$ cat src/rtl/usb_fs_tx_pkt_framer.sv
// USB full-speed transmit framer: PID, payload and CRC16 byte stream
// handed to the bit serializer over a valid/ready handshake.
module usb_fs_tx_pkt_framer #(
    parameter int MaxPktSizeByte = 64,
    localparam int CntW = $clog2(MaxPktSizeByte) + 1
) (
    input  logic       clk_48mhz_i,
    input  logic       rst_ni,
    input  logic       link_reset_i,
    input  logic       tx_pkt_start_i,
    input  logic [3:0] tx_pid_i,
    input  logic       tx_data_avail_i,
    input  logic [7:0] tx_data_i,
    output logic       tx_data_get_o,
    output logic       tx_pkt_end_o,
    output logic       byte_valid_o,
    input  logic       byte_ready_i,
    output logic [7:0] byte_o,
    output logic       byte_sop_o,
    output logic       byte_eop_o,
    input  logic       line_eop_done_i,
    output logic       busy_o,
    output logic       err_start_busy_o,
    output logic       err_trunc_o
);

    typedef enum logic [2:0] {
        StIdle,
        StPid,
        StData,
        StCrc,
        StCrc1,
        StWaitEop
    } state_e;

    state_e            state_q;
    logic [7:0]        byte_q;
    logic              valid_q;
    logic              sop_q;
    logic              eop_q;
    logic              is_data_q;
    logic [15:0]       crc_q;
    logic [CntW-1:0]   cnt_q;
    logic [1:0]        gap_q;
    logic              get_q;
    logic              end_q;
    logic              err_start_q;
    logic              err_trunc_q;

    logic xfer;
    logic slot_free;
    logic room;

    assign xfer      = valid_q && byte_ready_i;
    assign slot_free = !valid_q || byte_ready_i;
    assign room      = cnt_q < CntW'(MaxPktSizeByte);

    // Reflected CRC16 (0xA001), one byte LSB-first.
    function automatic logic [15:0] crc_upd(
        input logic [15:0] c_in,
        input logic [7:0]  d
    );
        logic [15:0] c;
        logic        fb;
        c = c_in;
        for (int i = 0; i < 8; i++) begin
            fb = c[0] ^ d[i];
            c  = c >> 1;
            if (fb) c = c ^ 16'hA001;
        end
        return c;
    endfunction

    always_ff @(posedge clk_48mhz_i or negedge rst_ni) begin
        if (!rst_ni) begin
            state_q     <= StIdle;
            byte_q      <= 8'h00;
            valid_q     <= 1'b0;
            sop_q       <= 1'b0;
            eop_q       <= 1'b0;
            is_data_q   <= 1'b0;
            crc_q       <= 16'hFFFF;
            cnt_q       <= '0;
            gap_q       <= 2'd0;
            get_q       <= 1'b0;
            end_q       <= 1'b0;
            err_start_q <= 1'b0;
            err_trunc_q <= 1'b0;
        end else begin
            get_q       <= 1'b0;
            end_q       <= 1'b0;
            err_start_q <= 1'b0;
            err_trunc_q <= 1'b0;
            if (gap_q != 2'd0) gap_q <= gap_q - 2'd1;
            if (link_reset_i) begin
                state_q <= StIdle;
                valid_q <= 1'b0;
                sop_q   <= 1'b0;
                eop_q   <= 1'b0;
                crc_q   <= 16'hFFFF;
                cnt_q   <= '0;
                gap_q   <= 2'd0;
            end else begin
                if (tx_pkt_start_i && state_q != StIdle)
                    err_start_q <= 1'b1;
                unique case (state_q)
                    StIdle: begin
                        if (tx_pkt_start_i) begin
                            byte_q    <= {~tx_pid_i, tx_pid_i};
                            valid_q   <= 1'b1;
                            sop_q     <= 1'b1;
                            eop_q     <= tx_pid_i[1:0] != 2'b11;
                            is_data_q <= tx_pid_i[1:0] == 2'b11;
                            crc_q     <= 16'hFFFF;
                            cnt_q     <= '0;
                            gap_q     <= 2'd0;
                            state_q   <= StPid;
                        end
                    end
                    StPid: begin
                        if (xfer) begin
                            valid_q <= 1'b0;
                            sop_q   <= 1'b0;
                            eop_q   <= 1'b0;
                            state_q <= is_data_q ? StData : StWaitEop;
                        end
                    end
                    StData: begin
                        if (slot_free) begin
                            valid_q <= 1'b0;
                            // Engine data is only trusted once the gap expires.
                            if (gap_q == 2'd0) begin
                                valid_q <= 1'b1;
                                if (tx_data_avail_i && room) begin
                                    byte_q <= tx_data_i;
                                    get_q  <= 1'b1;
                                    crc_q  <= crc_upd(crc_q, tx_data_i);
                                    cnt_q  <= cnt_q + CntW'(1);
                                    gap_q  <= 2'd2;
                                end else begin
                                    byte_q      <= ~crc_q[7:0];
                                    err_trunc_q <= tx_data_avail_i;
                                    state_q     <= StCrc;
                                end
                            end
                        end
                    end
                    StCrc: begin
                        if (xfer) begin
                            byte_q  <= ~crc_q[15:8];
                            eop_q   <= 1'b1;
                            state_q <= StCrc1;
                        end
                    end
                    StCrc1: begin
                        if (xfer) begin
                            valid_q <= 1'b0;
                            eop_q   <= 1'b0;
                            state_q <= StWaitEop;
                        end
                    end
                    StWaitEop: begin
                        if (line_eop_done_i) begin
                            end_q   <= 1'b1;
                            state_q <= StIdle;
                        end
                    end
                    default: state_q <= StIdle;
                endcase
            end
        end
    end

    assign tx_data_get_o    = get_q;
    assign tx_pkt_end_o     = end_q;
    assign byte_valid_o     = valid_q;
    assign byte_o           = byte_q;
    assign byte_sop_o       = sop_q;
    assign byte_eop_o       = eop_q;
    assign busy_o           = state_q != StIdle;
    assign err_start_busy_o = err_start_q;
    assign err_trunc_o      = err_trunc_q;

endmodule

$ cat config.mk
export PLATFORM = sky130hd
export DESIGN_NAME = usb_fs_tx_pkt_framer
export DESIGN_NICKNAME = d
export VERILOG_FILES = /design/src/rtl/usb_fs_tx_pkt_framer.sv
export SDC_FILE = /design/constraint.sdc
export NUM_CORES = 1
export LEC_CHECK = 0
export ABC_AREA = 0
export BUFFER_PORTS_ARGS = -buffer_cell sky130_fd_sc_hd__buf_2
export CORE_MARGIN = 5
export CORE_UTILIZATION = 40
export CTS_CLUSTER_DIAMETER = 100
export DETAILED_ROUTE_END_ITERATION = 10
export GPL_TIMING_DRIVEN = 0
export HOLD_SLACK_MARGIN = 0.05
export PLACE_DENSITY_LB_ADDON = 0.3
export RECOVER_POWER = 100
export SLEW_MARGIN = 15
export SYNTH_ARGS = -nofsm -noshare
export SYNTH_HDL_FRONTEND = slang
export SYNTH_SLANG_ARGS = --single-unit
$ cat constraint.sdc
create_clock -name clk_48mhz_i -period 2.3 [get_ports clk_48mhz_i]
set_clock_uncertainty 0.2 [all_clocks]
set_input_delay 0 -clock clk_48mhz_i [delete_from_list [all_inputs] [get_ports clk_48mhz_i]]
set_output_delay 0 -clock clk_48mhz_i [all_outputs]
set_load 0.02 [all_outputs]
==> results.py, run 1 <==
metrics = {
    "final_layout": {
        "drive_gt1_share_pct": 19.70,
        "final_nets": 354,
        "final_common_cell": "nor2_1",
        "area_delta_synth_final_pct": 22.72,
        "final_cell_mix": "nor2_1 (39), dfrtp_1 (28), clkbuf_1 (27)",
        "utilization_pct": 49.60,
        "diodes": 0,
    },
    "setup_path": {
        "critPathLaunchType": "register",
        "ff2ff_setup_slack_ns": 0.05,
        "cp.required_ns": 2.33,
        "slowest_stage": "dfstp_2",
        "reg2reg_from": "crc_q[1]",
        "critPathMaxStageDelay_ns": 0.58,
        "end_kind": "register",
        "crit_type": "register to register",
        "cp_max_fo": 3,
        "r2r_cells": 5,
        "cp_data_arrival_time_ns": 2.27,
        "r2r-end": "crc_q[0]",
        "worstPathCellList": "xnor2_2, xor2_1, xnor3_2, xnor3_1, a31oi_1",
    },
    "power_and_ir_drop": {
        "p_sw_mw": 0.9834,
        "p_int_mw": 1.502,
        "comb_power_share_pct": 40.3,
        "p_leak_nw": 1.273,
        "switching_share_pct": 39.57,
        "seqPwrFrac_pct": 40.4,
        "clkPwrFrac_pct": 19.2,
        "peakVddDrop_mv": 0.4963,
        "power_mw": 2.485,
        "power_density_mw_per_mm2": 802.8,
    },
    "drt": {
        "drt_iter0_markers": 91,
        "first_pass_iters": 4,
        "wl_um": 6520,
        "dr_total_vias": 2188,
        "wl_per_cell_um": 15.83,
        "drcViolationCount": 0,
        "routed_via_density": 5.311,
        "antenna_left": 0,
    },
    "timing": {
        "timing.fmax_ghz": 0.4454,
        "slew_violations": 0,
        "holdWs_ns": 0.1077,
        "maxSlewHeadroom_pct": 27.04,
        "fin_ws_ns": 0.05481,
        "fin_crit_sh_pct": 97.62,
        "tightest_slew_ns": 1.094,
        "setup_tns_ns": 0,
        "fin_crit_ns": 2.245,
        "finalHoldViolCount": 0,
        "finalSetupViolCount": 0,
    },
    "synth": {
        "ys_ff_latch": 44,
        "synthCells": 275,
        "synthFlopType": "dfrtp_1",
        "synth_cell_types": 42,
        "syn_area_per_cell_um2": 9.172,
        "syn_nets": 295,
        "synthArstFlopShare_pct": 100.0,
        "synth.largest_area_cell": "dfrtp_1",
        "synth.cell_area_mm2": 0.002522,
        "ys_warn_count": 0,
        "synth-edff-count": 0,
        "synthTopCellsByArea": "dfrtp_1 (28%), dfstp_2 (17%), xnor2_1 (6.3%), nor2_1 (5.8%), a21oi_1 (4.2%)",
        "synth_top_area_share_pct": 27.78,
        "yosysSeqAreaShare_pct": 44.44,
    },
    "place": {
        "dp_slack_ns": 0.002074,
        "port_buffers": 31,
        "dpl.hpwl_um": 4639,
        "globalplace.congestion": 0.8402,
    },
    "clock_network": {
        "htreeDepth": 2,
        "clockRootBuffer": "clkbuf_8",
        "clock_path_buffers": 2,
        "cts_tree": "done",
        "clkTransAtPathRegs_ns": 0.08,
        "clk_latency_ns": 0.30,
        "numCtsBuffers": 5,
        "cts_sinks": 44,
    },
    "grt": {
        "grt_pass1_vias": 2119,
        "antenna_found_initial": 0,
        "track_usage_pct": 16.85,
        "grt_max_degree": 45,
        "overflow": 0,
        "grt_pass1_wl_um": 10290,
    },
    "flow_run": {
        "maxCapViolCount": 0,
    },
    "die": {
        "num_rows": 29,
        "boundaryPins": 35,
        "core_mm2": 0.006241,
        "die_y_um": 89.41,
        "start_util_pct": 40.42,
        "die-area_mm2": 0.007994,
        "die_x_um": 89.41,
    },
    "hold_path": {
        "hold_path_end": "crc_q[0]",
        "worstHoldPathCells": 3,
        "min_from": "link_reset_i",
        "min_path_type": "primary input to register",
    },
    "run_status": {
        "status": "finished clean",
    },
}
==> per-layer routing <==
metal / vias to the layer above / GRT usage [%] / routed length, µm
met5: - / 0 / 0
met4: 0 / 6.089 / 126
met3: 10 / 3.687 / 231
met2: 40 / 27.33 / 3113
met1: 1048 / 22.10 / 3048
li1: 1090 / - / -
==> stage by stage <==
stage / area, µm² / instances
6_report: 3095 / 412
5_1_grt: 3095 / 412
4_1_cts: 3062 / 411
3_5_place_dp: 2774 / 383
3_3_place_gp: 2774 / 383
2_1_floorplan: 2522 / 275
==> logic make-up (layout without fill, tap and decap cells) <==
| family | after synthesis | in the layout | synth area share [%] |
|---|---|---|---|
| simple gates | 105 | 105 | 19.79 |
| compound gates | 67 | 67 | 16.72 |
| flops | 44 | 44 | 44.44 |
| xor+xnor | 23 | 23 | 9.672 |
| buf+inv | 23 | 83 | 3.671 |
| mux | 12 | 12 | 5.208 |
| fa+ha+maj | 1 | 1 | 0.4960 |
==> worst max-delay path by stage <==
stage          startpoint   endpoint  slack (ns)  cells past startpoint
6_report         crc_q[1]   crc_q[0]        0.05                      5
5_1_grt          crc_q[1]   crc_q[0]      -0.003                      5
4_1_cts          crc_q[4]  crc_q[15]        0.02                      5
3_5_place_dp   state_q[2]   cnt_q[6]       0.002                      6
3_3_place_gp   state_q[2]   cnt_q[6]      -0.001                      6
2_1_floorplan    crc_q[3]  crc_q[15]        0.17                      5
==> synthesized netlist by cell type, drive strengths merged, types with 3 or more instances <==
library cell and count:
nor2 40, nand3 7, a31oi 3, buf 5, nand2b 5, nor3 12
xnor2 18, dfrtp 28, o21ai 19, mux2 9, o221ai 4, and3 4
clkbuf 13, xnor3 3, nor3b 5, dfstp 16, a21oi 21, inv 5
mux2i 3, nand2 24, o211ai 5, a221oi 3
==> cell type report <==
class	instances	area (µm²)
plain buffers	17	76.32
clock buffers	7	76.32
clock inverters	1	5.005
fillers	615	3146
inverters	5	18.77
multi-input cells	208	1351
flip-flops and latches	44	1121
well taps	77	96.34
repair buffers	53	350.3
==> worst max-delay path, delay by kind of cell (launching register included) <==
kind            cells  cell delay [ns]
xor+xnor            4             1.26
flops               1             0.58
compound gates      1             0.14
==> power by group through the flow <==
stage	Combinational, mW	Clock [mW]	Sequential (mW)
2_1_floorplan	0.591	0	1.10
3_3_place_gp	0.987	0	0.990
3_5_place_dp	0.999	0	0.998
4_1_cts	1.03	0.495	0.985
5_1_grt	1.10	0.528	1.02
6_report	1.00	0.478	1.00
==> registers in the layout, summed over array words and instances, names as in the netlist, 2 cells and up <==
name	flops
crc_q	16
byte_o	8
cnt_q	7
state_q	3
gap_q	2
==> timing repair <==
action                                 in CTS  in global routing
setup buffers                               0                  2
setup endpoints to repair                   5                 26
resized for setup                           2                 12
endpoints found under the hold margin      49                  0
hold buffers                               20                  0
pin swaps                                   0                  4
No activity file was read; power rests on OpenSTA's default activity.
==> inputs of run 2 (changes only) <==
--- a/config.mk
+++ b/config.mk
@@ -6,11 +6,11 @@
 export NUM_CORES = 1
 export LEC_CHECK = 0
 export ABC_AREA = 0
-export BUFFER_PORTS_ARGS = -buffer_cell sky130_fd_sc_hd__buf_2
 export CORE_MARGIN = 5
 export CORE_UTILIZATION = 40
 export CTS_CLUSTER_DIAMETER = 100
 export DETAILED_ROUTE_END_ITERATION = 10
+export DONT_BUFFER_PORTS = 1
 export GPL_TIMING_DRIVEN = 0
 export HOLD_SLACK_MARGIN = 0.05
 export PLACE_DENSITY_LB_ADDON = 0.3
==> results.py, run 2 (same netlist as run 1, synthesis figures left out) <==
metrics = {
    "setup_path": {
        "slowest_stage": "dfstp_2",
        "crit_buf_inv": 0,
        "cp_max_fo": 3,
        "crit_end": "crc_q[0]",
        "critPathLaunchType": "register",
        "startpoint": "crc_q[1]",
        "critPathTopFamily": "XOR/XNOR gates",
        "reg2reg_from": "crc_q[1]",
        "cp_data_arrival_time_ns": 2.22,
        "end_kind": "register",
        "r2r-end": "crc_q[0]",
        "r2r_cells": 5,
        "ff2ff_setup_slack_ns": 0.11,
        "cp.required_ns": 2.32,
        "worstPathCellList": "xnor2_4, xor2_2, xnor3_2, xnor3_1, a31oi_1",
        "crit_type": "register to register",
        "cp.depth": 5,
        "critPathMaxStageDelay_ns": 0.61,
    },
    "grt": {
        "grt_max_degree": 29,
        "antenna_found_initial": 0,
        "use_met2_pct": 28.73,
        "overflow": 0,
        "busiest_layer": "met2",
        "track_usage_pct": 17.97,
        "use_met1_pct": 23.72,
        "groute.layer.met3.usage_pct": 4.793,
        "grt_pass1_wl_um": 11000,
        "grt_pass1_vias": 2164,
    },
    "final_layout": {
        "largest_reg_flops": 16,
        "final_cells": 383,
        "area_delta_synth_final_pct": 19.84,
        "register_area_mm2": 0.001124,
        "utilization_pct": 48.44,
        "multi_input_area_mm2": 0.001383,
        "diodes": 0,
        "final_nets": 325,
        "final_cell_mix": "nor2_1 (39), dfrtp_1 (26), nand2_1 (24)",
        "drive_gt1_share_pct": 19.28,
        "fillCellCount": 607,
        "registers.top_by_ff_count": "crc_q",
        "final_common_cell": "nor2_1",
    },
    "die": {
        "die_x_um": 89.41,
        "boundaryPins": 35,
        "die_y_um": 89.41,
        "core_mm2": 0.006241,
        "start_util_pct": 40.42,
        "num_rows": 29,
        "die-area_mm2": 0.007994,
    },
    "timing": {
        "maxSlewHeadroom_pct": 31.12,
        "tightest_slew_ns": 1.033,
        "slew_violations": 0,
        "setup_tns_ns": 0,
        "fin_crit_ns": 2.192,
        "finalSetupViolCount": 0,
        "fin_crit_sh_pct": 95.30,
        "fin_ws_ns": 0.1082,
        "finalHoldViolCount": 0,
        "timing.fmax_ghz": 0.4562,
    },
    "place": {
        "dp_slack_ns": -0.07505,
        "dpl.hpwl_um": 4522,
        "globalplace.congestion": 0.8920,
        "placed_cells": 352,
        "port_buffers": 0,
    },
    "power_and_ir_drop": {
        "clkPwrFrac_pct": 20.5,
        "switching_share_pct": 40.40,
        "peakVddDrop_mv": 0.5576,
        "p_leak_nw": 1.201,
        "power_mw": 2.452,
        "comb_power_share_pct": 32.7,
        "seqPwrFrac_pct": 46.7,
        "power_density_mw_per_mm2": 811.1,
        "p_sw_mw": 0.9906,
        "p_int_mw": 1.461,
    },
    "clock_network": {
        "clock_path_buffers": 2,
        "clockRootBuffer": "clkbuf_8",
        "numCtsBuffers": 5,
        "htreeDepth": 2,
        "cts_sinks": 44,
        "cts_tree": "done",
        "clk_latency_ns": 0.30,
        "clkTransAtPathRegs_ns": 0.09,
    },
    "drt": {
        "drcViolationCount": 0,
        "wl_per_cell_um": 17.66,
        "dr_total_vias": 2110,
        "routed_via_density": 5.509,
        "drt_iter0_markers": 129,
        "antenna_left": 0,
        "wl_um": 6763,
        "first_pass_iters": 4,
    },
    "flow_run": {
        "maxCapViolCount": 0,
    },
    "run_status": {
        "status": "finished clean",
    },
    "hold_path": {
        "min_path_type": "primary input to register",
    },
}
[run 2: what timing repair did]
action / in CTS / in global routing
hold buffers: 23 / 0
pin swaps: 0 / 4
hold endpoints to repair: 71 / 0
endpoints found under the setup margin: 7 / 31
gates resized for setup: 3 / 18
buffers inserted: 0 / 2
[run 2: how the worst min path moves through the flow]
stage,from,to,slack [ns],depth (start not counted)
6_report,tx_data_avail_i,byte_o[3],0.07,5
5_1_grt,tx_data_avail_i,byte_o[3],0.1,5
4_1_cts,tx_data_i[7],byte_o[7],0.06,5
3_5_place_dp,rst_ni,state_q[1],-0.49,0
3_3_place_gp,rst_ni,state_q[1],-0.49,0
2_1_floorplan,rst_ni,byte_eop_o,-0.50,0
[run 2: layout make-up]
class | count | area share, %
clock buffer | 5 | 2.276
sequential | 44 | 37.17
clock inverter | 3 | 0.7864
inverter | 5 | 0.6209
tap | 77 | 3.187
multi-input combinational | 208 | 45.74
buffer | 16 | 2.483
timing repair buffer | 25 | 7.740
[run 2: worst min-delay path: cells and delay by family]
family,cells,cell delay [ns]
AND/OR/NAND/NOR,1,0.12
multiplexers,1,0.14
AO/OA/AOI/OAI,3,0.27
[run 2: power groups by stage]
stage          clock, mW  sequential (mW)  combinational, mW
3_5_place_dp           0             1.14              0.721
5_1_grt            0.553             1.17              0.882
6_report           0.503             1.15              0.802
3_3_place_gp           0             1.13              0.717
2_1_floorplan          0             1.10              0.591
4_1_cts            0.519             1.12              0.791
[run 2: per-layer routing]
layer | wire length, µm | up-vias
li1 | - | 1027
met1 | 3026 | 1022
met2 | 3355 | 53
met3 | 298 | 8
met4 | 84 | 0
met5 | 0 | -
[run 2: metrics by stage]
stage	hold slack, ns	cell area [µm²]
detailed placement	-0.4944	2619
global route	0.09760	3023
global placement	-0.4944	2619
CTS	0.06235	2977
floorplan	-0.4956	2522
finish	0.07297	3023
==> inputs of run 3 (changes only) <==
--- a/config.mk
+++ b/config.mk
@@ -7,7 +7,7 @@
 export LEC_CHECK = 0
 export ABC_AREA = 0
 export CORE_MARGIN = 5
-export CORE_UTILIZATION = 40
+export CORE_UTILIZATION = 45
 export CTS_CLUSTER_DIAMETER = 100
 export DETAILED_ROUTE_END_ITERATION = 10
 export DONT_BUFFER_PORTS = 1
@@ -15,6 +15,7 @@
 export HOLD_SLACK_MARGIN = 0.05
 export PLACE_DENSITY_LB_ADDON = 0.3
 export RECOVER_POWER = 100
+export SETUP_SLACK_MARGIN = 0.3
 export SLEW_MARGIN = 15
 export SYNTH_ARGS = -nofsm -noshare
 export SYNTH_HDL_FRONTEND = slang
==> results.py, run 3 (same netlist as run 1, synthesis figures left out) <==
metrics = {
    "drt": {
        "first_pass_iters": 4,
        "antenna_left": 0,
        "routed_via_density": 5.667,
        "drt_iter0_markers": 122,
        "dr_total_vias": 2210,
        "drcViolationCount": 0,
        "wl_per_cell_um": 17.46,
        "wl_um": 6809,
    },
    "clock_network": {
        "clkTransAtPathRegs_ns": 0.09,
        "htreeDepth": 2,
        "clockRootBuffer": "clkbuf_8",
        "cts_tree": "done",
        "clock_path_buffers": 2,
        "cts_sinks": 44,
        "clk_latency_ns": 0.30,
        "numCtsBuffers": 5,
    },
    "die": {
        "die_x_um": 84.87,
        "num_rows": 27,
        "die-area_mm2": 0.007203,
        "start_util_pct": 46.09,
        "core_mm2": 0.005473,
        "die_y_um": 84.87,
        "boundaryPins": 35,
    },
    "final_layout": {
        "registers.top_by_ff_count": "crc_q",
        "drive_gt1_share_pct": 26.10,
        "fillCellCount": 459,
        "area_delta_synth_final_pct": 28.87,
        "final_cell_mix": "nor2_1 (39), dfrtp_1 (28), nand2_1 (23)",
        "diodes": 0,
        "final_common_cell": "nor2_1",
        "multi_input_area_mm2": 0.001458,
        "fin_area_mm2": 0.003251,
        "final_nets": 337,
        "largest_reg_flops": 16,
        "register_area_mm2": 0.001121,
    },
    "setup_path": {
        "cp.required_ns": 2.32,
        "crit_type": "register to register",
        "worstPathCellList": "nor2b_4, a2111oi_4, a21o_1, buf_6, buf_6, nand3_2, o21ai_1",
        "critPathMostFrequentCell": "buf_6",
        "critPathMaxStageDelay_ns": 0.54,
        "cp_data_arrival_time_ns": 2.16,
        "slowest_stage": "dfrtp_1",
        "critPathTopFamily": "compound AO/OA/AOI/OAI gates",
        "ff2ff_setup_slack_ns": 0.17,
        "critPathLaunchType": "register",
        "end_kind": "register",
        "crit_buf_inv": 2,
        "cp_max_fo": 8,
    },
    "place": {
        "placed_cell_area_mm2": 0.002628,
        "dpl.hpwl_um": 4412,
        "dp_slack_ns": -0.008937,
        "port_buffers": 0,
        "globalplace.congestion": 0.8899,
    },
    "timing": {
        "fin_crit_sh_pct": 92.81,
        "maxSlewHeadroom_pct": 38.26,
        "slew_violations": 0,
        "timing.fmax_ghz": 0.4685,
        "fin_crit_ns": 2.135,
        "rsz0062_at_grt": "true",
        "finalSetupViolCount": 0,
        "finalHoldViolCount": 0,
        "setup_tns_ns": 0,
        "fin_ws_ns": 0.1654,
        "tightest_slew_ns": 0.9262,
    },
    "grt": {
        "grt_pass1_vias": 2237,
        "antenna_found_initial": 0,
        "overflow": 0,
        "grt_pass1_wl_um": 11180,
        "track_usage_pct": 19.01,
        "grt_max_degree": 29,
    },
    "hold_path": {
        "min_path_type": "primary input to register",
    },
    "power_and_ir_drop": {
        "peakVddDrop_mv": 0.4618,
        "comb_power_share_pct": 34.8,
        "p_leak_nw": 1.341,
        "power_density_mw_per_mm2": 827.8,
        "p_int_mw": 1.665,
        "switching_share_pct": 38.13,
        "seqPwrFrac_pct": 41.6,
        "clkPwrFrac_pct": 23.6,
        "p_sw_mw": 1.026,
    },
    "run_status": {
        "status": "finished clean",
    },
    "flow_run": {
        "maxCapViolCount": 0,
    },
}
-- run 3: cell count changes in the layout (fill, tap and decap cells not counted), sizes merged --
cell,before,now
clkbuf,19,21
dlygate4sd3,21,19
clkinvlp,2,1
inv,5,4
buf,6,19
bufinv,0,1
-- run 3: worst paths after layout --
kind / endpoint / cells after the start / start
setup reg to reg: cnt_q[2] / 7 / byte_valid_o
hold / removal: byte_o[3] / 5 / tx_data_i[3]
min in group asynchronous: crc_q[6] / 2 / rst_ni
max in group asynchronous: cnt_q[1] / 3 / rst_ni
setup / recovery: cnt_q[2] / 7 / byte_valid_o
hold reg to reg: cnt_q[2] / 1 / cnt_q[2]
-- run 3: through the flow --
stage / power (mW) / instances / hold WS (ns) / util [%]
after CTS: 2.628 / 385 / 0.05616 / 57.82
after global routing: 2.853 / 390 / 0.07912 / 59.40
after floorplan: 1.684 / 275 / -0.4956 / -
final: 2.691 / 390 / 0.05596 / 59.40
after detailed placement: 1.842 / 347 / -0.4940 / 48.01
after global placement: 1.830 / 347 / -0.4941 / 48.01
-- run 3: power groups by stage --
stage	sequential, mW	clock, mW	combinational (mW)
after floorplan	1.10	0	0.585
after global placement	1.13	0	0.703
after detailed placement	1.13	0	0.711
after CTS	1.13	0.651	0.851
after global routing	1.14	0.691	1.02
final	1.12	0.636	0.935
-- run 3: layout make-up --
| class | instances | area share (%) |
|---|---|---|
| multi-input cells | 208 | 44.84 |
| well taps | 72 | 2.771 |
| flip-flops and latches | 44 | 34.49 |
| clock inverters | 2 | 1.193 |
| clock buffers | 6 | 2.540 |
| repair buffers | 35 | 9.584 |
| inverters | 5 | 0.6928 |
| plain buffers | 18 | 3.888 |
-- run 3: worst reg2reg max path, delay by kind of cell, from the launching register on --
| kind | cells | cell delay [ns] |
|---|---|---|
| flip-flops | 1 | 0.54 |
| AND/OR/NAND/NOR | 2 | 0.27 |
| AO/OA/AOI/OAI | 3 | 0.82 |
| buffers and inverters | 2 | 0.23 |
-- run 3: metal layers --
| metal | vias to the layer above | wire, µm | track usage (%) |
|---|---|---|---|
| met5 | - | 0 | 0 |
| met1 | 1087 | 2913 | 25.49 |
| li1 | 1054 | - | - |
| met3 | 8 | 332 | 3.786 |
| met2 | 61 | 3501 | 31.25 |
| met4 | 0 | 60 | 5.612 |
-- run 3: repair_timing --
| item | 4_1_cts | 5_1_grt |
|---|---|---|
| endpoints found under the setup margin | 38 | 36 |
| setup buffers | 9 | 5 |
| pin swaps | 9 | 14 |
| hold endpoints to repair | 71 | 0 |
| resized for setup | 27 | 36 |
| hold buffers | 21 | 0 |
